--- src/rtl/uart_tx_arbiter.sv ---
// rtl/uart_tx_arbiter.sv - packet-granular round-robin arbiter in front of a shared UART TX core
module uart_tx_arbiter #(
    parameter int NUM_REQ   = 3,
    parameter int BUSY_WAIT = 4
) (
    input  logic                 clk_i,
    input  logic                 rst_ni,
    input  logic [NUM_REQ-1:0]   req_valid_i,
    input  logic [8*NUM_REQ-1:0] req_byte_i,
    input  logic [NUM_REQ-1:0]   req_last_i,
    output logic [NUM_REQ-1:0]   req_ready_o,
    input  logic                 uart_tx_busy_i,
    output logic                 uart_tx_start_o,
    output logic [7:0]           uart_tx_byte_o,
    output logic [2:0]           owner_o,
    output logic                 locked_o
);

    localparam int CW = $clog2(BUSY_WAIT + 1);
    localparam logic [CW-1:0] CNT_MAX = CW'(BUSY_WAIT - 1);

    typedef enum logic [1:0] {
        IDLE      = 2'd0,
        START     = 2'd1,
        WAIT_BUSY = 2'd2,
        WAIT_DONE = 2'd3
    } state_t;

    state_t               state_q;
    logic [NUM_REQ-1:0]   ready_q;
    logic                 start_q;
    logic [7:0]           byte_q;
    logic [2:0]           owner_q;
    logic                 locked_q;
    logic                 last_q;
    logic [CW-1:0]        cnt_q;

    logic                 grant_vld_d;
    logic [2:0]           grant_idx_d;
    logic [NUM_REQ-1:0]   grant_oh_d;
    logic [7:0]           grant_byte_d;
    logic                 grant_last_d;

    // Pick the next requester: scan owner+1 .. owner+NUM_REQ, the owner itself
    // coming last; while a packet is open only the owner (k == NUM_REQ) may win.
    always_comb begin
        grant_vld_d = 1'b0;
        grant_idx_d = owner_q;
        for (int k = NUM_REQ; k >= 1; k--) begin
            for (int i = 0; i < NUM_REQ; i++) begin
                if (req_valid_i[i] && ((int'(owner_q) + k) % NUM_REQ == i)
                    && (!locked_q || k == NUM_REQ)) begin
                    grant_vld_d = 1'b1;
                    grant_idx_d = 3'(i);
                end
            end
        end
    end

    // Route the winner's byte/last and build its one-hot ready.
    always_comb begin
        grant_oh_d   = '0;
        grant_byte_d = '0;
        grant_last_d = 1'b0;
        for (int i = 0; i < NUM_REQ; i++) begin
            if (grant_idx_d == 3'(i)) begin
                grant_oh_d[i] = 1'b1;
                grant_byte_d  = req_byte_i[8*i +: 8];
                grant_last_d  = req_last_i[i];
            end
        end
    end

    // Transmit sequencer: accept, launch when the core is free, wait for busy
    // to rise (bounded), then wait for it to fall before the next accept.
    always_ff @(posedge clk_i or negedge rst_ni) begin
        if (!rst_ni) begin
            state_q  <= IDLE;
            ready_q  <= '0;
            start_q  <= 1'b0;
            byte_q   <= '0;
            owner_q  <= 3'(NUM_REQ - 1);
            locked_q <= 1'b0;
            last_q   <= 1'b0;
            cnt_q    <= '0;
        end else begin
            ready_q <= '0;
            start_q <= 1'b0;
            case (state_q)
                IDLE: begin
                    if (grant_vld_d) begin
                        ready_q <= grant_oh_d;
                        byte_q  <= grant_byte_d;
                        owner_q <= grant_idx_d;
                        last_q  <= grant_last_d;
                        state_q <= START;
                    end
                end
                START: begin
                    if (!uart_tx_busy_i) begin
                        start_q <= 1'b1;
                        cnt_q   <= '0;
                        state_q <= WAIT_BUSY;
                    end
                end
                WAIT_BUSY: begin
                    if (uart_tx_busy_i || cnt_q == CNT_MAX) begin
                        state_q <= WAIT_DONE;
                    end else begin
                        cnt_q <= cnt_q + 1'b1;
                    end
                end
                WAIT_DONE: begin
                    if (!uart_tx_busy_i) begin
                        locked_q <= ~last_q;
                        state_q  <= IDLE;
                    end
                end
                default: state_q <= IDLE;
            endcase
        end
    end

    assign req_ready_o     = ready_q;
    assign uart_tx_start_o = start_q;
    assign uart_tx_byte_o  = byte_q;
    assign owner_o         = owner_q;
    assign locked_o        = locked_q;

endmodule

--- config.mk ---
export PLATFORM = sky130hd
export DESIGN_NAME = uart_tx_arbiter
export DESIGN_NICKNAME = d
export VERILOG_FILES = /design/src/rtl/uart_tx_arbiter.sv
export SDC_FILE = /design/constraint.sdc
export NUM_CORES = 1
export LEC_CHECK = 0
export ABC_AREA = 1
export CAP_MARGIN = 20
export CORE_MARGIN = 2
export CORE_UTILIZATION = 55
export DETAILED_ROUTE_END_ITERATION = 6
export PLACE_DENSITY = 0.83
export REMOVE_ABC_BUFFERS = 1
export SETUP_SLACK_MARGIN = 0.1
export SYNTH_ARGS = -nofsm -noshare
export SYNTH_HDL_FRONTEND = slang
export SYNTH_SLANG_ARGS = --single-unit
export TNS_END_PERCENT = 100
--- constraint.sdc ---
create_clock -name clk_i -period 6 [get_ports clk_i]
set_input_delay 1.2 -clock clk_i [delete_from_list [all_inputs] [get_ports clk_i]]
set_output_delay 1.2 -clock clk_i [all_outputs]
set_load 0.1 [all_outputs]
# Yosys cells after proc, flatten, opt, wreduce, memory -nomap -nowiden

Index checks and enable logic that the tools add are counted.

Flip-flop bits (word level): 22
Input bits: 33
Output and inout port bits: 16
Word-level logic and storage cells: 100

$add $sub $neg: 4
Divide/modulo/power cells: 3
Equality and inequality tests: 17
Muxes and demuxes: 39
Bitwise operators: 2
Reduce and logical (&&, ||, !) cells: 27

Operator list:

| operator                                                                 | count |
|---|---|
| 32-bit by 2-bit equality test with 1-bit output, second input constant   | 3 |
| 32-bit by 3-bit equality test with 1-bit output, second input constant   | 3 |
| 32-bit logical NOT                                                       | 3 |
| 32-bit by 3-bit remainder unit with 32-bit output, second input constant | 3 |
| 3-bit two-way mux                                                        | 13 |
| 8-bit two-way mux                                                        | 3 |
| 1-bit two-way mux                                                        | 17 |
| 1-bit logical AND                                                        | 15 |
| 2-bit inequality test, second input constant                             | 5 |
| 3-bit by 2-bit adder with 4-bit output, second input constant            | 2 |
| 2-bit two-way mux                                                        | 4 |
| 2-bit case mux with 4 select lines                                       | 1 |
| 3-bit by 2-bit equality test with 1-bit output, second input constant    | 2 |
| 3-bit case mux with 2 select lines                                       | 1 |
| 3-bit by 1-bit adder with 4-bit output, second input constant            | 1 |
| 2-bit equality test, second input constant                               | 2 |
| 2-bit AND reduction                                                      | 2 |
| 4-bit AND reduction                                                      | 1 |
| 3-bit by 1-bit adder with 3-bit output, second input constant            | 1 |
| 3-bit by 1-bit equality test with 1-bit output, second input constant    | 1 |
| 3-bit logical NOT                                                        | 1 |
| 3-bit AND reduction                                                      | 1 |
| 2-bit by 1-bit equality test with 1-bit output, second input constant    | 1 |
| 2-bit logical NOT                                                        | 1 |
| 4 further kinds                                                          | 5 |

# Longest topological paths before layout

Gate-level depths: netlist of the first run.

Depth in word-level cells: 17
Depth in mapped cells: 33
Mapped depth without buffers: 32

# Least setup slack after synthesis of the first run

No wires, ideal clock.

Kind: register -> register
Start: reg owner_q[0], in the netlist owner_o[0]
End: reg byte_q[0], in the netlist uart_tx_byte_o[0]
Arrival: 4.460 ns
Data required time: 5.880 ns
Slack: 1.421 ns
Cell stages (with the launch flop): 31
Path buffers: 2
Path through: dfrtp_1 -> buf_2 -> inv_1 -> ha_1 -> inv_1 -> nand2_1 -> nand2_4 -> nor2_4 -> ha_1 -> ha_1 -> a21oi_4 -> nand3_1 -> and2_1 -> ha_1 -> inv_1 -> nand3_2 -> nor2_2 -> nand2_1 -> nand3_1 -> nor2_1 -> nand3_1 -> nand2_1 -> nor2_2 -> nand2_2 -> nor2_4 -> nor2_8 -> buf_8 -> nand3_2 -> nand3_1 -> nand2_1 -> nand2_1

Word-level cells in the longest chain between the ends: 17
Elaborated cells between the ends (all ways): 55
Those cells by class: add/sub: 3; div: 3; eq/ne: 8; mux: 21; reduce/logical: 20

RTL lines:

| what                                              | line | source |
|---|---|---|
| from (decl)                                       | 33   | `logic [2:0] owner_q;` |
| from (signal assigned)                            | 82   | `owner_q <= 3'(NUM_REQ - 1);` |
| from (signal assigned)                            | 94   | `owner_q <= grant_idx_d;` |
| 3-bit by 2-bit adder with 4-bit output            | 51   | `if (req_valid_i[i] && ((int'(owner_q) + k) % NUM_REQ == i)` |
| 32-bit by 3-bit remainder unit with 32-bit output | 51   |  |
| 32-bit logical NOT                                | 51   |  |
| 1-bit logical AND                                 | 51   |  |
| 3-bit two-way mux (9 in series)                   | 51   |  |
| 3-bit logical NOT                                 | 66   | `if (grant_idx_d == 3'(i)) begin` |
| 8-bit two-way mux (3 in series)                   | 66   |  |
| to (signal assigned)                              | 93   | `byte_q <= grant_byte_d;` |
| to (decl)                                         | 32   | `logic [7:0] byte_q;` |

Parallel ways exist; a longest one is shown, timed or not.
A chain may end at the register's enable or synchronous reset.

# Final worst setup path of the first run

Start: reg owner_q[1], in the netlist owner_o[1]
End: reg owner_q[0], in the netlist owner_o[0]

Word-level cells in the longest chain between the ends: 14
Elaborated cells between the ends (all ways): 49
Those cells by class: add/sub: 3; div: 3; eq/ne: 6; mux: 18; reduce/logical: 19

RTL lines:

| what                                              | line |
|---|---|
| 3-bit by 2-bit adder with 4-bit output            | 51 |
| 32-bit by 3-bit remainder unit with 32-bit output | 51 |
| 32-bit logical NOT                                | 51 |
| 1-bit logical AND                                 | 51 |
| 1-bit two-way mux (9 in series)                   | 51 |
| 2-bit AND reduction (no line)                     | - |

Parallel ways exist; a longest one is shown, timed or not.

==> impl_results.md, run 1 <==
* Reg2reg path depth at 28
* Core box area at 4690 um^2
* I/O pin cnt at 49
* CP max-delay cell: dfstp_2
* Final Hold Viols at 0
* Layout cell share with drive strength beyond 1 at 13.5%
* Area after DPL at 3190 um^2
* CTS resizes at 0
* Final ANT Viol Nets at 0
* Final WS setup at 1.27 ns
* Relative slew slack at 34.2%
* Drt total wl at 6.18 mm
* Die height at 73.7 um
* Reg2Reg Setup Slack at 1.27 ns
* Top cells by count, synth: 102 x nand2_1, 60 x nand3_1, 54 x inv_1, 38 x nor2_1, 28 x ha_1
* Max Cap Viol at 0
* DR iter-0 viols at 95
* DP HPWL at 5.09 mm
* TritonCTS clock tree: built
* Area leader, netlist: dfrtp_1
* Worst setup startpoint: owner_o[1]
* Sequential fraction of the synthesis area at 20.7%
* Seq cells post-synth at 22
* Layout Nets at 515
* Cell variety after synth at 36
* Antenna Diode Count at 0
* Reg-to-Reg Start: owner_o[1]
* Die footprint at 5430 um^2
* Skew-Pair Late Insertion Delay at 0.27 ns
* First-pass iteration count of the detailed router at 4
* Initial antenna violation count at 0
* Inserted Clock Buffers at 3
* GPL Wtd Cong at 1.07
* CP most frequent cell: nand2_1
* Max Clock Skew at 0.0102 ns
* Starting Density at 56.9%
* Post-synth top flop: dfrtp_1
* Final setup TNS at 0 ns
* Final instance area at 3260 um^2
* Setup Buffers After CTS at 0
* Worst Path Arrival at 4.86 ns
* Tot GR Track Use at 24.4%
* WL per Instance at 12.2 um
* Most numerous cell in the Yosys netlist: nand2_1
* Worst EP required at 6.14 ns
* Leading post-synthesis cells by cell area: dfrtp_1 20%, nand2_1 14%, ha_1 13%
* Dpl ws at 1.33 ns
* Final Cycle Share at 78.8%
* Critical Path Fanout Max at 12
* Global-route wire length before repair at 10.6 mm
* GR Overflow Total at 0
* CTS Hold Bufs at 0
* Slew Viols, Final at 0
* # port buffers at 48
* Vias per inst at 5.29
* Yosys top cell area share at 19.7%
* Hold Path Class: flop to flop
* H-Tree Depth at 1
* Status: completed
* Maximum clock frequency at 0.212 GHz
* Clk slew on worst S/H paths at 0.09 ns
* Post-synthesis cell area at 2670 um^2
* Avg Synthesized Cell Area at 6.59 um^2
* Worst Setup End Kind: flop
* Slew of the pin with the lowest slew margin at 0.984 ns
* Clock Sinks at 22
* CTS Buffer Depth at 2
* Vias in the first global route at 2461
* Unrepaired setup endpoints after global routing: no
* Root Driver: clkbuf_8
* Element type at the critical path start: flop
* Worst Hold Slack at 0.492 ns
* Hold_sp: uart_tx_byte_o[5]
* Row cnt at 25
* CP peak stage delay at 0.64 ns
* Ys Warns at 0
* Cells after Synth at 405
* Hold Path Stages at 2
* Post-synth EDFFs at 0
* Vias post-DR at 2680
* Crit path time final at 4.73 ns
* Final Setup Violations at 0
* Synth-to-Final Area Change at 22.1%
* Reg-to-Reg End: owner_o[0]
* Ys async rst share at 100%
* Worst hold path endpoint: uart_tx_byte_o[5]
* Remaining DRCs at 0
* Die Span X at 73.7 um
* Critical path class: flop to flop
* Largest net degree at the start of global routing at 23
[per-stage QoR]
stage                     utilization [%]  instances
after floorplan                         -        400
final                                69.5        507
after global routing                 69.5        507
after CTS                            69.5        507
after detailed placement             67.9        503
after global placement               67.9        503
[critical path, delay by kind of cell (launching register included)]
| kind | cells | cell delay [ns] |
|---|---|---|
| flops | 1 | 0.64 |
| simple gates | 19 | 2.34 |
| compound gates | 2 | 0.36 |
| buf+inv | 3 | 0.35 |
| fa+ha+maj | 4 | 0.88 |
[worst max-delay path by stage]
stage / end / slack [ns] / cells after the start
after floorplan: owner_o[0] / 1.22 / 28
after detailed placement: uart_tx_byte_o[1] / 1.33 / 30
after global placement: owner_o[1] / 1.54 / 24
final: owner_o[0] / 1.27 / 28
after global routing: uart_tx_byte_o[4] / 0.90 / 28
after CTS: owner_o[0] / 1.35 / 28
[cell type report]
cell class,instances,area [um^2]
repair buffers,49,488
multi-input cells,316,1850
fillers,408,1430
inverters,62,233
clock buffers,3,41.3
clock inverters,1,30.0
flip-flops and latches,22,552
well taps,54,67.6
[cell usage in the layout (no fill, tap or decap)]
cell type / netlist / layout
a21oi_2: 1 / 1
nor2_2: 6 / 6
nand2_1: 102 / 102
nor3b_1: 1 / 1
clkdlybuf4s50_1: 0 / 48
nand3_1: 60 / 60
nand3_4: 1 / 1
nand3_2: 15 / 15
ha_1: 28 / 28
o21bai_1: 1 / 1
buf_4: 1 / 1
nor2_4: 2 / 2
xor2_1: 2 / 2
dfrtp_1: 21 / 21
bufinv_16: 0 / 1
dfstp_2: 1 / 1
o21ai_2: 1 / 1
inv_2: 8 / 8
o21ai_0: 7 / 7
clkbuf_8: 0 / 3
nand4_1: 6 / 6
a21oi_4: 1 / 1
nand2_4: 4 / 4
inv_1: 54 / 54
nor2_1: 38 / 38
and2_1: 3 / 3
a31oi_1: 3 / 3
nand3b_1: 1 / 1
nor2_8: 1 / 1
o21a_1: 1 / 1
o22ai_1: 1 / 1
o21ai_1: 3 / 3
nand4_2: 2 / 2
nor3_1: 3 / 3
nand2_2: 13 / 13
a21oi_1: 9 / 9
[metal layers]
metal  vias up  share of wire [%]  GRT usage, %
met4         0                1.3          7.47
li1       1395                  -             -
met5         -                  0             0
met2        78                 47          39.7
met1      1198                 46          33.7
met3         9                5.3          3.16
[registers in the layout, summed over array words and instances, names as in the netlist]
name and count:
uart_tx_start_o 1, cnt_q 3, state_q 2, locked_o 1, uart_tx_byte_o 8, req_ready_o 3
owner_o 3, last_q 1
[cell families (layout without fill, tap and decap cells)]
group | count (synthesis) | in the layout | synth area share (%)
buffers and inverters | 67 | 115 | 10.1
adders and majority gates | 28 | 28 | 13.1
AOI/OAI and AO/OA | 28 | 28 | 6.33
and+or+nand+nor | 258 | 258 | 49.1
DFF | 22 | 22 | 20.7
xor gates and xnor gates | 2 | 2 | 0.656
Power of run 1 is not shown: default switching activity piles up to over one toggle a cycle in this logic, so the estimate is an artifact.
==> inputs of run 2 (changes only) <==
--- a/config.mk
+++ b/config.mk
@@ -8,9 +8,9 @@
 export ABC_AREA = 1
 export CAP_MARGIN = 20
 export CORE_MARGIN = 2
-export CORE_UTILIZATION = 55
+export CORE_UTILIZATION = 54
 export DETAILED_ROUTE_END_ITERATION = 6
-export PLACE_DENSITY = 0.83
+export PLACE_DENSITY = 0.82
 export REMOVE_ABC_BUFFERS = 1
 export SETUP_SLACK_MARGIN = 0.1
 export SYNTH_ARGS = -nofsm -noshare
==> constraint.sdc (replaced) <==
create_clock -name clk_i -period 4.5 [get_ports clk_i]
set_input_delay 0.9 -clock clk_i [delete_from_list [all_inputs] [get_ports clk_i]]
set_output_delay 0.9 -clock clk_i [all_outputs]
set_load 0.1 [all_outputs]
==> impl_results.md, run 2 (same netlist as run 1, synthesis figures left out) <==
* Final Setup Violations at 0 (unchanged)
* Die Span X at 74.3 um (+0.87%)
* Layout cell share with drive strength beyond 1 at 21.8% (+8.4 points)
* Critical path class: flop to flop
* Largest net degree at the start of global routing at 23 (unchanged)
* Global-route wire length before repair at 11.1 mm (+4.7%)
* Slew of the pin with the lowest slew margin at 0.984 ns (+0.000636 ns)
* Synth-to-Final Area Change at 34.1%
* Skew-Pair Late Insertion Delay at 0.26 ns (about the same)
* WL per Instance at 13.7 um (+12%)
* Worst Setup End Kind: flop
* Crit path time final at 4.30 ns (-0.429 ns)
* Final Non-Filler Cells at 539 (+6.3%)
* Vias in the first global route at 2492 (+1.3%)
* Status: completed
* Drt total wl at 7.38 mm (+19%)
* Hold_sp: last_q
* Final Util at 75.3% (+5.8 points)
* # port buffers at 48 (unchanged)
* Relative slew slack at 34.2% (-0.042 points)
* First-pass iteration count of the detailed router at 4 (unchanged)
* Max Cap Viol at 0 (unchanged)
* Root Driver: clkbuf_8
* DP HPWL at 5.13 mm (+0.72%)
* TritonCTS clock tree: built
* Max reg flops at 8 (unchanged)
* Element type at the critical path start: flop
* Final Cycle Share at 95.5% (+17 points)
* Reg-to-Reg Start: owner_o[1]
* DR iter-0 viols at 130 (+37%)
* Vias post-DR at 2859 (+6.7%)
* Layout Nets at 534 (+3.7%)
* Final Hold Viols at 0 (unchanged)
* Worst EP required at 4.68 ns (-1.46 ns)
* Slew Viols, Final at 0 (unchanged)
* CTS Buffer Depth at 2 (unchanged)
* Final ANT Viol Nets at 0 (unchanged)
* GPL Wtd Cong at 1.02 (-4.6%)
* Max Clock Skew at 0.00202 ns (-0.00819 ns)
* Vias per inst at 5.30 (+0.35%)
* H-Tree Depth at 1 (unchanged)
* Unrepaired setup endpoints after global routing: yes
* Commonest non-fill, non-tap cell in the layout: nand2_1
* Starting Density at 56.1% (-0.75 points)
* Inst Count DP at 519 (+3.2%)
* Hold Path Class: flop to flop
* Maximum clock frequency at 0.233 GHz (+10%)
* Critical Path Fanout Max at 8 (-4)
* Tot GR Track Use at 25.1% (+0.71 points)
* Core box area at 4750 um^2 (+1.3%)
* Clk slew on worst S/H paths at 0.08 ns (about the same)
* Worst Path Arrival at 4.48 ns (-0.38 ns)
* I/O pin cnt at 49 (unchanged)
* GR Overflow Total at 0 (unchanged)
* Inserted Clock Buffers at 3 (unchanged)
* Clock Sinks at 22 (unchanged)
* Remaining DRCs at 0 (unchanged)
* Die height at 74.3 um (+0.87%)
* Row cnt at 25 (unchanged)
* Antenna Diode Count at 0 (unchanged)
* Worst setup startpoint: owner_o[1]
* Initial antenna violation count at 0 (unchanged)
* Filler Cell Count at 393 (-3.7%)
* Most frequent cells in the layout: 96 x nand2_1, 57 x nand3_1, 50 x inv_1, 48 x clkdlybuf4s50_1, 37 x nor2_1
* Die footprint at 5520 um^2 (+1.7%)
## run 2: area by class of cell
| class | count | area (um^2) | share of cell area [%] |
|---|---|---|---|
| Tap cell | 67 | 83.8 | 2.34 |
| Timing Repair inverter | 1 | 7.51 | 0.210 |
| Multi-Input combinational cell | 318 | 1990 | 55.5 |
| Inverter | 62 | 238 | 6.64 |
| Clock buffer | 4 | 55.1 | 1.54 |
| Sequential cell | 22 | 553 | 15.4 |
| Timing Repair Buffer | 65 | 657 | 18.4 |
## run 2: through the flow
step                hold WS, ns  setup slack (ns)  setup TNS, ns  area (um^2)
finish                    0.489             0.203              0         3580
global placement          0.464             0.317              0         3230
CTS                       0.493             0.113              0         3280
floorplan                 0.438            -0.279          -2.84         2630
detailed placement        0.469             0.141              0         3230
global route              0.514          -0.00323       -0.00323         3580
## run 2: timing repair
action | in CTS | in global routing
setup endpoints to repair | 0 | 17
resized for setup | 0 | 35
setup buffers | 0 | 12
hold buffers | 0 | 0
## run 2: critical path, cell delays in order, from the launching register on
cell and delay [ns]:
dfstp_2 0.60, inv_2 0.09, ha_1 0.41, inv_1 0.12, ha_1 0.25, ha_2 0.21, a21oi_4 0.19, nand3_2 0.10
and2_1 0.18, ha_1 0.21, inv_2 0.09, nand3_2 0.11, nor2_4 0.12, nand2_1 0.12, nand3_1 0.14, nor2_1 0.05
nand3_1 0.12, nand2_1 0.09, nor2_2 0.21, nand2_2 0.11, nand2_1 0.13, inv_1 0.18, buf_4 0.21, o21ai_0 0.18
## run 2: metal layers
metal / vias to the layer above / track usage, % / wire (um)
li1: 1442 / - / -
met1: 1302 / 36.6 / 3430
met2: 101 / 39.8 / 3440
met3: 14 / 3.39 / 395
met4: 0 / 5.75 / 113
met5: - / 0 / 0
## run 2: final timing paths
check	cells after the start	endpoint	slack, ns
worst max-delay path	23	owner_o[1]	0.20
worst min-delay path	1	locked_o	0.49
worst max register to register	23	owner_o[1]	0.20
worst min register to register	1	locked_o	0.49
max in group asynchronous	2	owner_o[1]	3.16
min in group asynchronous	1	cnt_q[2]	0.87
Power of run 2 is left out for the same reason.
==> inputs of run 3 (changes only) <==
--- a/config.mk
+++ b/config.mk
@@ -7,7 +7,7 @@
 export LEC_CHECK = 0
 export ABC_AREA = 1
 export CAP_MARGIN = 20
-export CORE_MARGIN = 2
+export CORE_MARGIN = 8
 export CORE_UTILIZATION = 54
 export DETAILED_ROUTE_END_ITERATION = 6
 export PLACE_DENSITY = 0.82
==> impl_results.md, run 3 (same netlist as run 1, synthesis figures left out) <==
* Critical path class: flop to flop
* Multi-input gate area at 1870 um^2 (-5.7%)
* Initial antenna violation count at 0 (unchanged)
* FF/Latch Area at 553 um^2 (unchanged)
* Vias post-DR at 2775 (-2.9%)
* Slew of the pin with the lowest slew margin at 1.00 ns (+0.0164 ns)
* GR Overflow Total at 0 (unchanged)
* Hold Path Class: flop to flop
* CP most frequent cell: nand2_1
* Remaining DRCs at 0 (unchanged)
* WL per Instance at 12.9 um (-5.8%)
* Most frequent cells in the layout: 100 x nand2_1, 59 x nand3_1, 50 x inv_1, 48 x clkdlybuf4s50_1, 38 x nor2_1
* Layout Nets at 528 (-1.1%)
* Final ANT Viol Nets at 0 (unchanged)
* Max reg flops at 8 (unchanged)
* Root Driver: clkbuf_8
* Starting Density at 56.1% (unchanged)
* Global-route wire length before repair at 10.7 mm (-3.3%)
* Die height at 86.3 um (+16%)
* Slew Viols, Final at 0 (unchanged)
* H-Tree Depth at 1 (unchanged)
* CTS Hold Bufs at 0 (unchanged)
* Row cnt at 25 (unchanged)
* Vias per inst at 5.21 (-1.8%)
* Reg-to-Reg Start: owner_o[1]
* Core box area at 4750 um^2 (unchanged)
* Final Cycle Share at 91.3% (-4.2 points)
* CP peak stage delay at 0.58 ns (-0.02 ns)
* Die footprint at 7450 um^2 (+35%)
* Maximum clock frequency at 0.243 GHz (+4.6%)
* Relative slew slack at 33.1% (-1.1 points)
* DP HPWL at 5.26 mm (+2.5%)
* Commonest non-fill, non-tap cell in the layout: nand2_1
* Area after DPL at 3230 um^2 (+0.23%)
* Unrepaired setup endpoints after global routing: no
* Worst EP required at 4.65 ns (-0.03 ns)
* Worst Hold Slack at 0.484 ns (-0.00483 ns)
* Final Util at 71.7% (-3.6 points)
* Antenna Diode Count at 0 (unchanged)
* Status: completed
* CTS Buffer Depth at 2 (unchanged)
* Clk slew on worst S/H paths at 0.08 ns (about the same)
* Clock Sinks at 22 (unchanged)
* Final instance area at 3410 um^2 (-4.7%)
* CP max-delay cell: dfstp_2
* Largest net degree at the start of global routing at 23 (unchanged)
* Die Span X at 86.3 um (+16%)
* I/O pin cnt at 49 (unchanged)
* Max Cap Viol at 0 (unchanged)
* TritonCTS clock tree: built
* Drt total wl at 6.88 mm (-6.8%)
* Filler Cell Count at 401 (+2.0%)
* Worst Path Arrival at 4.26 ns (-0.22 ns)
* GPL Wtd Cong at 0.889 (-13%)
* # port buffers at 48 (unchanged)
* First-pass iteration count of the detailed router at 4 (unchanged)
* Reg2Reg Setup Slack at 0.39 ns (+0.19 ns)
* Hold Path Stages at 1 (unchanged)
* Crit path time final at 4.11 ns (-0.187 ns)
* DR iter-0 viols at 164 (+26%)
* Tot GR Track Use at 17.0% (-8.1 points)
* Vias in the first global route at 2501 (+0.36%)
* Hold_sp: cnt_q[0]
* Worst hold path endpoint: cnt_q[0]
* Element type at the critical path start: flop
* Final Hold Viols at 0 (unchanged)
* Worst Setup End Kind: flop
* Final Setup Violations at 0 (unchanged)
* Skew-Pair Late Insertion Delay at 0.26 ns (about the same)
* Max Clock Skew at 0.00203 ns (+0.0000101 ns)
* Inserted Clock Buffers at 3 (unchanged)
* Reg-to-Reg End: uart_tx_byte_o[0]
* Critical Path Fanout Max at 10 (+2)
* Synth-to-Final Area Change at 27.8%
* Reg2reg path depth at 30 (+30%)
* Layout cell share with drive strength beyond 1 at 17.8% (-4.0 points)
[run 3: cell types whose count changed in the layout (fill, tap and decap cells not counted), sizes merged]
cell,delta
buf,-3
clkinvlp,-1
nor2,-2
[run 3: critical path, delay by kind of cell (launching register included)]
kind,cells,cell delay (ns)
compound gates,1,0.20
simple gates,21,1.93
fa+ha+maj,4,0.85
flops,1,0.58
buf+inv,4,0.42
[run 3: stage by stage]
| step | setup WS [ns] | cells | TNS (ns) |
|---|---|---|---|
| after floorplan | -0.279 | 400 | -2.84 |
| after global placement | 0.376 | 520 | 0 |
| after detailed placement | 0.174 | 520 | 0 |
| after CTS | 0.156 | 524 | 0 |
| after global routing | 0.0766 | 533 | 0 |
| final | 0.390 | 533 | 0 |
[run 3: cell type report]
type,instances,share of cell area (%)
Sequential cell,22,16.2
Clock buffer,4,1.61
Tap cell,67,2.46
Inverter,62,6.97
Multi-Input combinational cell,316,54.9
Timing Repair Buffer,62,17.9
[run 3: how the worst max path moves through the flow]
stage / start / end / depth (start not counted)
after global placement: owner_o[1] / uart_tx_byte_o[0] / 30
after detailed placement: owner_o[1] / owner_o[1] / 26
after floorplan: owner_o[0] / owner_o[0] / 28
after CTS: owner_o[1] / owner_o[1] / 26
final: owner_o[1] / uart_tx_byte_o[0] / 30
after global routing: owner_o[1] / last_q / 29
[run 3: what timing repair did]
item                                    in CTS  in global routing
buffers inserted                             0                  8
endpoints found under the setup margin       0                 17
gates resized for setup                      0                 14
[run 3: metal layers]
metal	wire (um)	track usage, %	vias up
met5	0	0	-
li1	-	-	1424
met2	3310	29.0	65
met4	37	1.72	0
met1	3290	22.2	1280
met3	241	3.40	6
Power of run 3 is left out for the same reason.
